[config.mk]
export PLATFORM = sky130hd
export DESIGN_NAME = control_pipeline
export DESIGN_NICKNAME = d
export VERILOG_FILES = /design/src/rtl/cpu_pkg.sv /design/src/rtl/pipe_reg.sv /design/src/rtl/control_pipeline.sv
export SDC_FILE = /design/constraint.sdc
export NUM_CORES = 1
export LEC_CHECK = 0
export CAP_MARGIN = 10
export CORE_MARGIN = 1
export CORE_UTILIZATION = 40
export CTS_CLUSTER_SIZE = 30
export DETAILED_ROUTE_END_ITERATION = 10
export DONT_BUFFER_PORTS = 1
export SLEW_MARGIN = 20
export SYNTH_ARGS = -nofsm -noshare
export SYNTH_HDL_FRONTEND = slang
export SYNTH_SLANG_ARGS = --single-unit
[constraint.sdc]
create_clock -name clk -period 1 [get_ports clk]
set_input_delay 0.1 -clock clk [delete_from_list [all_inputs] [get_ports clk]]
set_output_delay 0.1 -clock clk [all_outputs]
set_load 0.05 [all_outputs]
[src/rtl/cpu_pkg.sv]
// Shared CPU definitions: NZCV flag indices, ALU op encodings, condition codes
// and the per-stage control-word layouts carried by control_pipeline.
package cpu_pkg;

  localparam int unsigned FLAG_N = 3;
  localparam int unsigned FLAG_Z = 2;
  localparam int unsigned FLAG_C = 1;
  localparam int unsigned FLAG_V = 0;

  typedef enum logic [1:0] {
    ALU_ADD = 2'b00,
    ALU_SUB = 2'b01,
    ALU_AND = 2'b10,
    ALU_ORR = 2'b11
  } alu_ctl_e;

  typedef enum logic [3:0] {
    COND_EQ = 4'b0000,
    COND_NE = 4'b0001,
    COND_CS = 4'b0010,
    COND_CC = 4'b0011,
    COND_MI = 4'b0100,
    COND_PL = 4'b0101,
    COND_VS = 4'b0110,
    COND_VC = 4'b0111,
    COND_HI = 4'b1000,
    COND_LS = 4'b1001,
    COND_GE = 4'b1010,
    COND_LT = 4'b1011,
    COND_GT = 4'b1100,
    COND_LE = 4'b1101,
    COND_AL = 4'b1110
  } cond_e;

  typedef struct packed {
    logic       pcs;
    logic       regw;
    logic       memw;
    logic       memtoreg;
    logic       alusrc;
    logic [1:0] alu_control;
    logic [1:0] flagw;
    logic [3:0] cond;
  } de_ctrl_t;

  typedef struct packed {
    logic pcsrc;
    logic regw;
    logic memw;
    logic memtoreg;
  } em_ctrl_t;

  typedef struct packed {
    logic pcsrc;
    logic regw;
    logic memtoreg;
  } mw_ctrl_t;

endpackage

[src/rtl/pipe_reg.sv]
// Generic pipeline register with synchronous reset and synchronous clear;
// reset wins over clear, both load zero.
module pipe_reg #(
  parameter int unsigned WIDTH = 1
) (
  input  logic             clk,
  input  logic             reset,
  input  logic             clear,
  input  logic [WIDTH-1:0] d_i,
  output logic [WIDTH-1:0] q_o
);

  logic [WIDTH-1:0] data_q;

  always_ff @(posedge clk) begin
    if (reset) begin
      data_q <= '0;
    end else if (clear) begin
      data_q <= '0;
    end else begin
      data_q <= d_i;
    end
  end

  assign q_o = data_q;

endmodule

[src/rtl/control_pipeline.sv]
// Carries decode control through E/M/W, applies the condition verdict to
// state-changing writes, and holds the architectural NZCV flags.
module control_pipeline
  import cpu_pkg::*;
(
  input  logic       clk,
  input  logic       reset,
  input  logic       PCSD,
  input  logic       RegWD,
  input  logic       MemWD,
  input  logic       MemtoRegD,
  input  logic       ALUSrcD,
  input  logic [1:0] ALUControlD,
  input  logic [1:0] FlagWD,
  input  logic [3:0] CondD,
  input  logic [3:0] ALUFlagsE,
  input  logic       CondExE,
  input  logic       FlushE,
  output logic       ALUSrcE,
  output logic [1:0] ALUControlE,
  output logic       MemtoRegE,
  output logic [3:0] CondE,
  output logic [3:0] FlagsE,
  output logic       PCSrcE,
  output logic       RegWriteM,
  output logic       MemWriteM,
  output logic       MemtoRegM,
  output logic       PCSrcM,
  output logic       RegWriteW,
  output logic       MemtoRegW,
  output logic       PCSrcW,
  output logic       PCWrPendingF
);

  de_ctrl_t de_d, de_q;
  em_ctrl_t em_d, em_q;
  mw_ctrl_t mw_d, mw_q;

  logic       RegWriteE;
  logic       MemWriteE;
  logic [1:0] FlagWriteE;
  logic [1:0] nz_q, cv_q;

  always_comb begin
    de_d             = '0;
    de_d.pcs         = PCSD;
    de_d.regw        = RegWD;
    de_d.memw        = MemWD;
    de_d.memtoreg    = MemtoRegD;
    de_d.alusrc      = ALUSrcD;
    de_d.alu_control = ALUControlD;
    de_d.flagw       = FlagWD;
    de_d.cond        = CondD;
  end

  pipe_reg #(.WIDTH($bits(de_ctrl_t))) u_de_reg (
    .clk   (clk),
    .reset (reset),
    .clear (FlushE),
    .d_i   (de_d),
    .q_o   (de_q)
  );

  // Only writes are gated by the condition; MemtoReg/ALUSrc pass through.
  assign PCSrcE     = de_q.pcs & CondExE;
  assign RegWriteE  = de_q.regw & CondExE;
  assign MemWriteE  = de_q.memw & CondExE;
  assign FlagWriteE = de_q.flagw & {2{CondExE}};

  assign ALUSrcE     = de_q.alusrc;
  assign ALUControlE = de_q.alu_control;
  assign MemtoRegE   = de_q.memtoreg;
  assign CondE       = de_q.cond;

  always_ff @(posedge clk) begin
    if (reset) begin
      nz_q <= '0;
      cv_q <= '0;
    end else begin
      if (FlagWriteE[1]) nz_q <= ALUFlagsE[FLAG_N:FLAG_Z];
      if (FlagWriteE[0]) cv_q <= ALUFlagsE[FLAG_C:FLAG_V];
    end
  end

  assign FlagsE = {nz_q, cv_q};

  always_comb begin
    em_d          = '0;
    em_d.pcsrc    = PCSrcE;
    em_d.regw     = RegWriteE;
    em_d.memw     = MemWriteE;
    em_d.memtoreg = MemtoRegE;
  end

  pipe_reg #(.WIDTH($bits(em_ctrl_t))) u_em_reg (
    .clk   (clk),
    .reset (reset),
    .clear (1'b0),
    .d_i   (em_d),
    .q_o   (em_q)
  );

  assign PCSrcM    = em_q.pcsrc;
  assign RegWriteM = em_q.regw;
  assign MemWriteM = em_q.memw;
  assign MemtoRegM = em_q.memtoreg;

  always_comb begin
    mw_d          = '0;
    mw_d.pcsrc    = em_q.pcsrc;
    mw_d.regw     = em_q.regw;
    mw_d.memtoreg = em_q.memtoreg;
  end

  pipe_reg #(.WIDTH($bits(mw_ctrl_t))) u_mw_reg (
    .clk   (clk),
    .reset (reset),
    .clear (1'b0),
    .d_i   (mw_d),
    .q_o   (mw_q)
  );

  assign PCSrcW    = mw_q.pcsrc;
  assign RegWriteW = mw_q.regw;
  assign MemtoRegW = mw_q.memtoreg;

  assign PCWrPendingF = PCSD | PCSrcE | PCSrcM;

endmodule

# Yosys cells after proc, flatten, opt, wreduce, memory -nomap -nowiden
# Index checks and enable logic that the tools add are counted.
[classes]
n_addsub = 0
mul = 0
n_div = 0
magnitude_cmp = 0
n_eq_ne = 0
shift = 0
n_mux = 0
n_bitwise = 6
n_reduce_logical = 1
[ops]
columns = ["cell", "count"]
rows = [
  ["bitwise AND 1 bit", 3],
  ["bitwise AND 2 bit", 1],
  ["OR 1 bit", 2],
  ["OR reduction 2 bit", 1],
]
[word_totals]
ff_bits = 24
latch_bits = 0
ram_bits = 0
rom_bits = 0
inputBits = 21
output_inout_bits = 21
elab_cells = 12
mem_count = 0

# Depth between registers and ports, before layout
# Gate-level depths: netlist of the first run.
[depth]
depth_word = 3
mapped_depth = 4
mapped_depth_nobuf = 2

# Hierarchy
# A second synthesis of the first run with hierarchy kept.
[hier_totals]
cells_unflattened = 64
area_unflattened_um2 = 825.8
[modules_own_cells]
columns = ["mod", "instances", "cells_per_inst", "area_per_inst_um2", "seq_area_each_um2"]
rows = [
  ["pipe_reg (u_de_reg)", 1, 28, 430.4, 260.2],
  ["control_pipeline", 1, 22, 202.7, 80.1],
  ["pipe_reg (u_em_reg)", 1, 8, 110.1, 80.1],
  ["pipe_reg (u_mw_reg)", 1, 6, 82.6, 60.1],
]

# Worst setup path after synthesis of the first run
# OpenSTA, ideal clock, no wires.
[synth_path]
path_type = "register to output"
from = "reg u_em_reg.data_q[3] (netlist: u_em_reg.q_o[3])"
to = "out PCWrPendingF"
t_arrival_ns = 1.090
required_ns = 0.900
slack_ns = -0.190
stages_incl_launch_ff = 2
n_path_buf = 0
cell_sequence = "dfxtp_1 or3_1"
[synth_between]
elab_chain_cells = 1
[synth_rtl]
columns = ["element", "line_no", "text"]
rows = [
  ["start, declared", "pipe_reg.sv:13", "logic [WIDTH-1:0] data_q;"],
  ["start signal, assigned", "pipe_reg.sv:21", "data_q <= d_i;"],
  ["OR 1 bit", "control_pipeline.sv:127", "assign PCWrPendingF = PCSD | PCSrcE | PCSrcM;"],
  ["end, declared", "control_pipeline.sv:32", "output logic PCWrPendingF"],
]
# Every way passes these cells.

# Worst setup path after layout of the first run
[layout_path]
from = "reg u_de_reg.data_q[12] (netlist: u_de_reg.q_o[12])"
to = "out PCWrPendingF"
[layout_between]
elab_chain_cells = 3
[layout_rtl]
columns = ["element", "line_no", "text"]
rows = [
  ["start, declared", "pipe_reg.sv:13", ""],
  ["start signal, assigned", "pipe_reg.sv:21", ""],
  ["bitwise AND 1 bit", "control_pipeline.sv:65", "assign PCSrcE = de_q.pcs & CondExE;"],
  ["OR 1 bit (2 in a row)", "control_pipeline.sv:127", ""],
]
# Every way passes these cells.

==> results of run 1 <==
registers in the layout, summed over array words and instances (netlist names):
register	cells
u_em_reg.q_o	4
u_mw_reg.q_o	3
u_de_reg.q_o	13
cv_q	2
nz_q	2
worst max-delay path, cell delays in order, from the launching register on:
cell and delay (ps):
dfxtp_1 330, and2_4 150, or3_4 420
where the power goes:
group / internal, mW / switching, mW / leakage (nW)
clock: 0.405 / 0.291 / 0.0279
sequential: 0.986 / 0.0114 / 0.198
combinational: 0.107 / 0.130 / 0.293
total: 1.50 / 0.432 / 0.519
through the flow:
| stage | hold slack, ps | cells | setup slack (ps) | instance area (um^2) |
|---|---|---|---|---|
| floorplan | 222 | 69 | -22.7 | 798 |
| global placement | 164 | 105 | 52.5 | 911 |
| detailed placement | 166 | 105 | 45.6 | 911 |
| CTS | 75.9 | 129 | -334 | 1160 |
| global route | 87.0 | 129 | -367 | 1180 |
| finish | 92.2 | 129 | -318 | 1180 |
kinds of logic (layout without fill, tap and decap cells):
| kind of cell | after synthesis | after routing | synth area share (%) |
|---|---|---|---|
| compound gates | 8 | 8 | 7.63 |
| buf+inv | 9 | 44 | 8.74 |
| flops | 24 | 24 | 61.0 |
| simple gates | 28 | 28 | 22.6 |
worst paths after layout:
kind | from | to | slack [ps] | cells after the start
hold reg to reg | u_de_reg.q_o[11] | u_em_reg.q_o[2] | 440 | 1
setup / recovery | u_de_reg.q_o[12] | PCWrPendingF | -320 | 2
hold / removal | CondExE | u_em_reg.q_o[3] | 90 | 2
setup reg to reg | u_de_reg.q_o[5] | nz_q[1] | 240 | 2
area by class of cell:
class,instances,area share [%]
timing repair buffer,40,31.1
clock buffer,3,1.91
multi-input combinational,36,20.6
tap,25,2.65
sequential,24,41.2
clock inverter,1,2.54
layer usage:
metal / share of wire, % / wire [um] / vias to the layer above / global-route usage [%]
met4: 0.86 / 12 / 0 / 10.6
met3: 7.7 / 108 / 2 / 2.75
li1: - / - / 284 / -
met2: 52 / 730 / 29 / 25.0
met5: 0 / 0 / - / 0
met1: 39 / 544 / 250 / 14.7
cell usage in the layout (no fill, tap or decap), drive strengths merged:
| master | synthesis | routed |
|---|---|---|
| a21bo | 4 | 4 |
| bufinv | 0 | 1 |
| or3 | 1 | 1 |
| clkbuf | 1 | 3 |
| dlymetal6s4s | 0 | 1 |
| a21oi | 4 | 4 |
| dlygate4sd3 | 0 | 19 |
| and2 | 17 | 17 |
| nand3 | 4 | 4 |
| nor2 | 1 | 1 |
| nor2b | 5 | 5 |
| buf | 8 | 20 |
| dfxtp | 24 | 24 |
repair_timing:
item / in CTS / in global routing
pin swaps: 0 / 0
hold endpoints to repair: 24 / 0
gates resized for setup: 0 / 5
endpoints found under the setup margin: 2 / 22
hold buffers: 20 / 0
==> metrics.md, run 1 <==
| Metric | Value |
|---|---|
| Yosys top cell area share | `between 60 and 70%` |
| Most frequent cells after synthesis | `dfxtp_1, and2_1, buf_4` |
| Drt via density | `between 4 and 5` |
| Final Hold Fails | `0` |
| Initial Util | `44.1%` |
| Synthesized area per cell | `roughly 11 um^2` |
| Lkg Pwr | `a little over 0.5 nW` |
| Synth top area cells | `dfxtp_1, and2_1, buf_4` |
| Antenna Nets Post-Route | `0` |
| PortBufs | `0` |
| Crit path max fanout | `2` |
| Number of max-slew violations in the final report | `0` |
| Final Cycle Share | `132%` |
| Relative slew slack | `between 70% and 80%` |
| Total gr overflow | `0` |
| Synth Flop Type | `dfxtp_1` |
| GP Congestion | `around 0.59` |
| Worst Tran Pin Value | `around 440 ps` |
| Crit path required time | `900 ps` |
| Layout Utilization | `66.2%` |
| Crit path DAT | `roughly 1200 ps` |
| Clk_skew | `slightly above 8 ps` |
| F_max | `~760 MHz` |
| Largest net degree at the start of global routing | `15` |
| Clk_lat worst skew | `about 310 ps` |
| Syn Inst Count | `69` |
| Number of global-route vias before repair | `~530` |
| Most numerous cell in the Yosys netlist | `dfxtp_1` |
| Clk sink count | `24` |
| Seq/Total Area, Yosys | `61.0%` |
| Wire per inst | `10.8 um` |
| Via count | `565` |
| Post-CTS setup buffers | `0` |
| Status | `complete, but fails checks` |
| CTS tree | `yes` |
| Cell variety after synth | `12` |
| Nature of the critical path endpoint | `output pin` |
| Post-Syn Nets | `90` |
| Failing checks | `setup timing` |
| CTS buffer count | `3` |
| Final setup vio count | `2` |
| Site row count | `15` |
| FILL cells | `136` |
| Max Cap Viol | `0` |
| Synthesized area | `787 um^2` |
| Async SR Flop Fraction | `0%` |
| Startpoint types | `register` |
| Root buffer cell | `clkbuf_4` |
| Chip width | `around 46 um` |
| Crit path time final | `1320 ps` |
| DR pass1 iterations | `4` |
| Hold Path Class | `in -> reg` |
| Fin nets | `~130` |
| Die span in y | `about 46 um` |
| Pwr/cell area | `1630 nW/um^2` |
| Total Power | `between 1.5 and 2 mW` |
| Initial antenna violation count | `0` |
| Initial drt markers | `3` |
| Type of the worst setup path | `reg -> out` |
| CTS H-Tree Depth | `1` |
| #FFs+latches synth | `24` |
| Drt drc | `0` |
| Share of layout cells above drive strength 1 | `around 35%` |
| Footprint of the multi-input gates | `roughly 240 um^2` |
| Die area | `roughly 2100 um^2` |
| Antenna diodes | `0` |
| Synth warn | `0` |
| Clock slew at reported path FFs | `approximately 140 ps` |
| Sum Neg Setup Slack | `-410 ps` |
| Top Ports | `42` |
| Max rail drop VDD | `1.10 mV` |
| Final Worst Setup Slack | `-318 ps` |
| EDFF count, synth | `0` |
| RSZ-0062 raised after global routing | `true` |
| Sequential Area | `487 um^2` |
| Layout area overhead | `50.1%` |
| CORE AREA | `~1800 um^2` |
| First-pass GRT wire length | `between 2 and 2.5 mm` |
| Routed wire length | `around 1.4 mm` |
| Clock Path Buffers | `2` |
| Post-synth top area cell | `dfxtp_1` |
| GRT Overall Usage | `approximately 14%` |
No activity file was read; power rests on OpenSTA's default activity.
==> run 2: changes to the inputs <==
Settings changed: BUFFER_PORTS_ARGS set to -buffer_cell sky130_fd_sc_hd__buf_2, DONT_BUFFER_PORTS 1 to unset, PLACE_DENSITY_LB_ADDON set to 0.05.
==> run 2 against run 1 <==
  * The flow still finishes with violations (setup timing)
  * Critical endpoint unchanged
  * Count of clock-buffer cells in the layout unchanged
  * Critical path type unchanged
  * Hold slack lost 76 ps
  * Sequential power barely moved
  * Clock power fell by 41%
  * Largest cell class unchanged
  * Flip-flop and latch count unchanged
  * Clock skew shrank 7.7 ps
==> metrics.md, run 2 (synthesized netlist as in run 1, its figures left out) <==
| Metric | Value |
|---|---|
| Status | `complete, but fails checks` |
| Failing checks | `setup timing` |
| Relative slew slack | `82.5% (+12 points)` |
| P_int | `1.24 mW (-17%)` |
| Crit path time final | `1370 ps (+53.3 ps)` |
| Final Cycle Share | `137% (+5.3 points)` |
| Clk sink count | `24 (unchanged)` |
| Crit path max fanout | `2 (unchanged)` |
| Die area | `2150 um^2 (unchanged)` |
| Crit path DAT | `1270 ps (+50 ps)` |
| Number of global-route vias before repair | `533 (+0.38%)` |
| CP bufs+invs | `1 (+1)` |
| Placed wire-length estimate | `949 um` |
| Drt drc | `0 (unchanged)` |
| CTS buffer count | `3 (unchanged)` |
| RSZ-0062 raised after global routing | `true` |
| Register share of total power | `60.0% (+8.4 points)` |
| Wire per inst | `10.4 um (-4.3%)` |
| Clock slew at reported path FFs | `120 ps (-20 ps)` |
| Final setup vio count | `3 (+1)` |
| Setup slack at placement | `-62.2 ps (-108 ps)` |
| Layout Utilization | `66.0% (-0.28 points)` |
| FILL cells | `144 (+5.9%)` |
| Die span in y | `46.4 um (unchanged)` |
| Type of the worst setup path | `reg -> out` |
| Worst hold slack | `16.4 ps (-75.8 ps)` |
| Nature of the critical path endpoint | `output pin` |
| F_max | `729 MHz (-3.9%)` |
| Lkg Pwr | `0.546 nW (+5.2%)` |
| CTS H-Tree Depth | `1 (unchanged)` |
| Clk_lat worst skew | `300 ps (about the same)` |
| Final Worst Setup Slack | `-371 ps (-53.3 ps)` |
| CP max stage delay | `340 ps (-80 ps)` |
| Max reg flops | `13 (unchanged)` |
| Via count | `577 (+2.1%)` |
| Cell family with most CP delay | `simple AND/OR/NAND/NOR gates` |
| Number of max-slew violations in the final report | `0 (unchanged)` |
| PortBufs | `41 (+41)` |
| Crit path required time | `900 ps (about the same)` |
| Total Power | `1.66 mW (-14%)` |
| Initial drt markers | `1 (-2)` |
| Hold Path Class | `in -> reg` |
| Crit-path cells | `and2_4 -> or3_4 -> buf_6` |
| Max Cap Viol | `0 (unchanged)` |
| Initial antenna violation count | `0 (unchanged)` |
| Initial Util | `44.1% (unchanged)` |
| Routed wire length | `1.47 mm (+5.4%)` |
| Fin nets | `140 (+11%)` |
| Drt via density | `4.06 (-7.2%)` |
| Net Sw Frac | `25.2% (+2.8 points)` |
| Chip width | `46.4 um (unchanged)` |
| Startpoint types | `register` |
| Clk pwr share | `24.6% (-11 points)` |
| First-pass GRT wire length | `2.15 mm (+4.3%)` |
| Pwr/cell area | `1410 nW/um^2 (-14%)` |
| Switching Power | `0.419 mW (-3.1%)` |
| Max rail drop VDD | `0.906 mV (-17%)` |
| Most frequent cells in the layout | `buf_2, dfxtp_1, and2_1` |
| Combinational power share | `15.4% (+3.1 points)` |
| Antenna diodes | `0 (unchanged)` |
| Worst Tran Pin Value | `262 ps (-174 ps)` |
| Top Ports | `42 (unchanged)` |
| Total gr overflow | `0 (unchanged)` |
| Share of layout cells above drive strength 1 | `49.6% (+15 points)` |
| Clock Path Buffers | `2 (unchanged)` |
| Commonest non-fill, non-tap cell in the layout | `buf_2` |
| Antenna Nets Post-Route | `0 (unchanged)` |
| GP Congestion | `0.612 (+3.2%)` |
| CORE AREA | `1780 um^2 (unchanged)` |
| CTS tree | `yes` |
| Site row count | `15 (unchanged)` |
| Clk_skew | `0.468 ps (-7.70 ps)` |
| Final Hold Fails | `0 (unchanged)` |
| DR pass1 iterations | `2 (-2)` |
| Largest net degree at the start of global routing | `14 (-1)` |
| Max stage delay cell, worst path | `dfxtp_2` |
| Post-CTS setup buffers | `0 (unchanged)` |
| Layout area overhead | `49.4%` |
| Root buffer cell | `clkbuf_4` |
| GRT Overall Usage | `14.8% (+0.51 points)` |
-- run 2: changes by cell type in the layout (fill, tap and decap cells not counted), sizes merged --
| cell | previous run | this run |
|---|---|---|
| buf | 20 | 32 |
| clkbuf | 3 | 13 |
| dlygate4sd3 | 19 | 12 |
| bufinv | 1 | 0 |
| dlymetal6s4s | 1 | 0 |
-- run 2: repair_timing --
action	in CTS	in global routing
setup endpoints to repair	9	17
endpoints found under the hold margin	12	0
hold buffers	12	0
gates resized for setup	8	17
-- run 2: power groups by stage --
stage / sequential, mW / clock [mW] / combinational [mW]
2_1_floorplan: 1.06 / 0 / 0.115
3_3_place_gp: 1.02 / 0 / 0.202
5_1_grt: 1.00 / 0.456 / 0.271
6_report: 0.997 / 0.409 / 0.255
3_5_place_dp: 1.02 / 0 / 0.205
4_1_cts: 0.996 / 0.425 / 0.248
-- run 2: layout make-up --
class	count	area, um^2	area share [%]
flip-flops and latches	24	488	41.5
repair buffers	54	392	33.3
multi-input cells	36	243	20.6
well taps	25	31.3	2.66
clock buffers	3	22.5	1.91
-- run 2: worst paths after layout --
check                         from          endpoint  slack, ps  depth (start not counted)
setup / recovery  u_de_reg.q_o[12]      PCWrPendingF       -370                          3
hold / removal                PCSD  u_de_reg.q_o[12]         20                          2
setup reg to reg   u_de_reg.q_o[5]           nz_q[0]        240                          2
hold reg to reg   u_de_reg.q_o[11]   u_em_reg.q_o[2]        440                          1
-- run 2: metal layers --
metal,part of all wire (%),vias to the layer above,GRT usage [%]
met5,0,-,0
li1,-,308,-
met4,0.82,0,8.82
met3,4.7,2,3.53
met1,45,245,16.0
met2,49,22,25.6
-- run 2: per-stage QoR --
step,setup TNS (ps),instance area [um^2],instances
after detailed placement,-62.2,973,127
after floorplan,-22.7,798,69
after CTS,-550,1140,142
after global placement,-47.7,973,127
final,-520,1180,142
after global routing,-641,1180,142
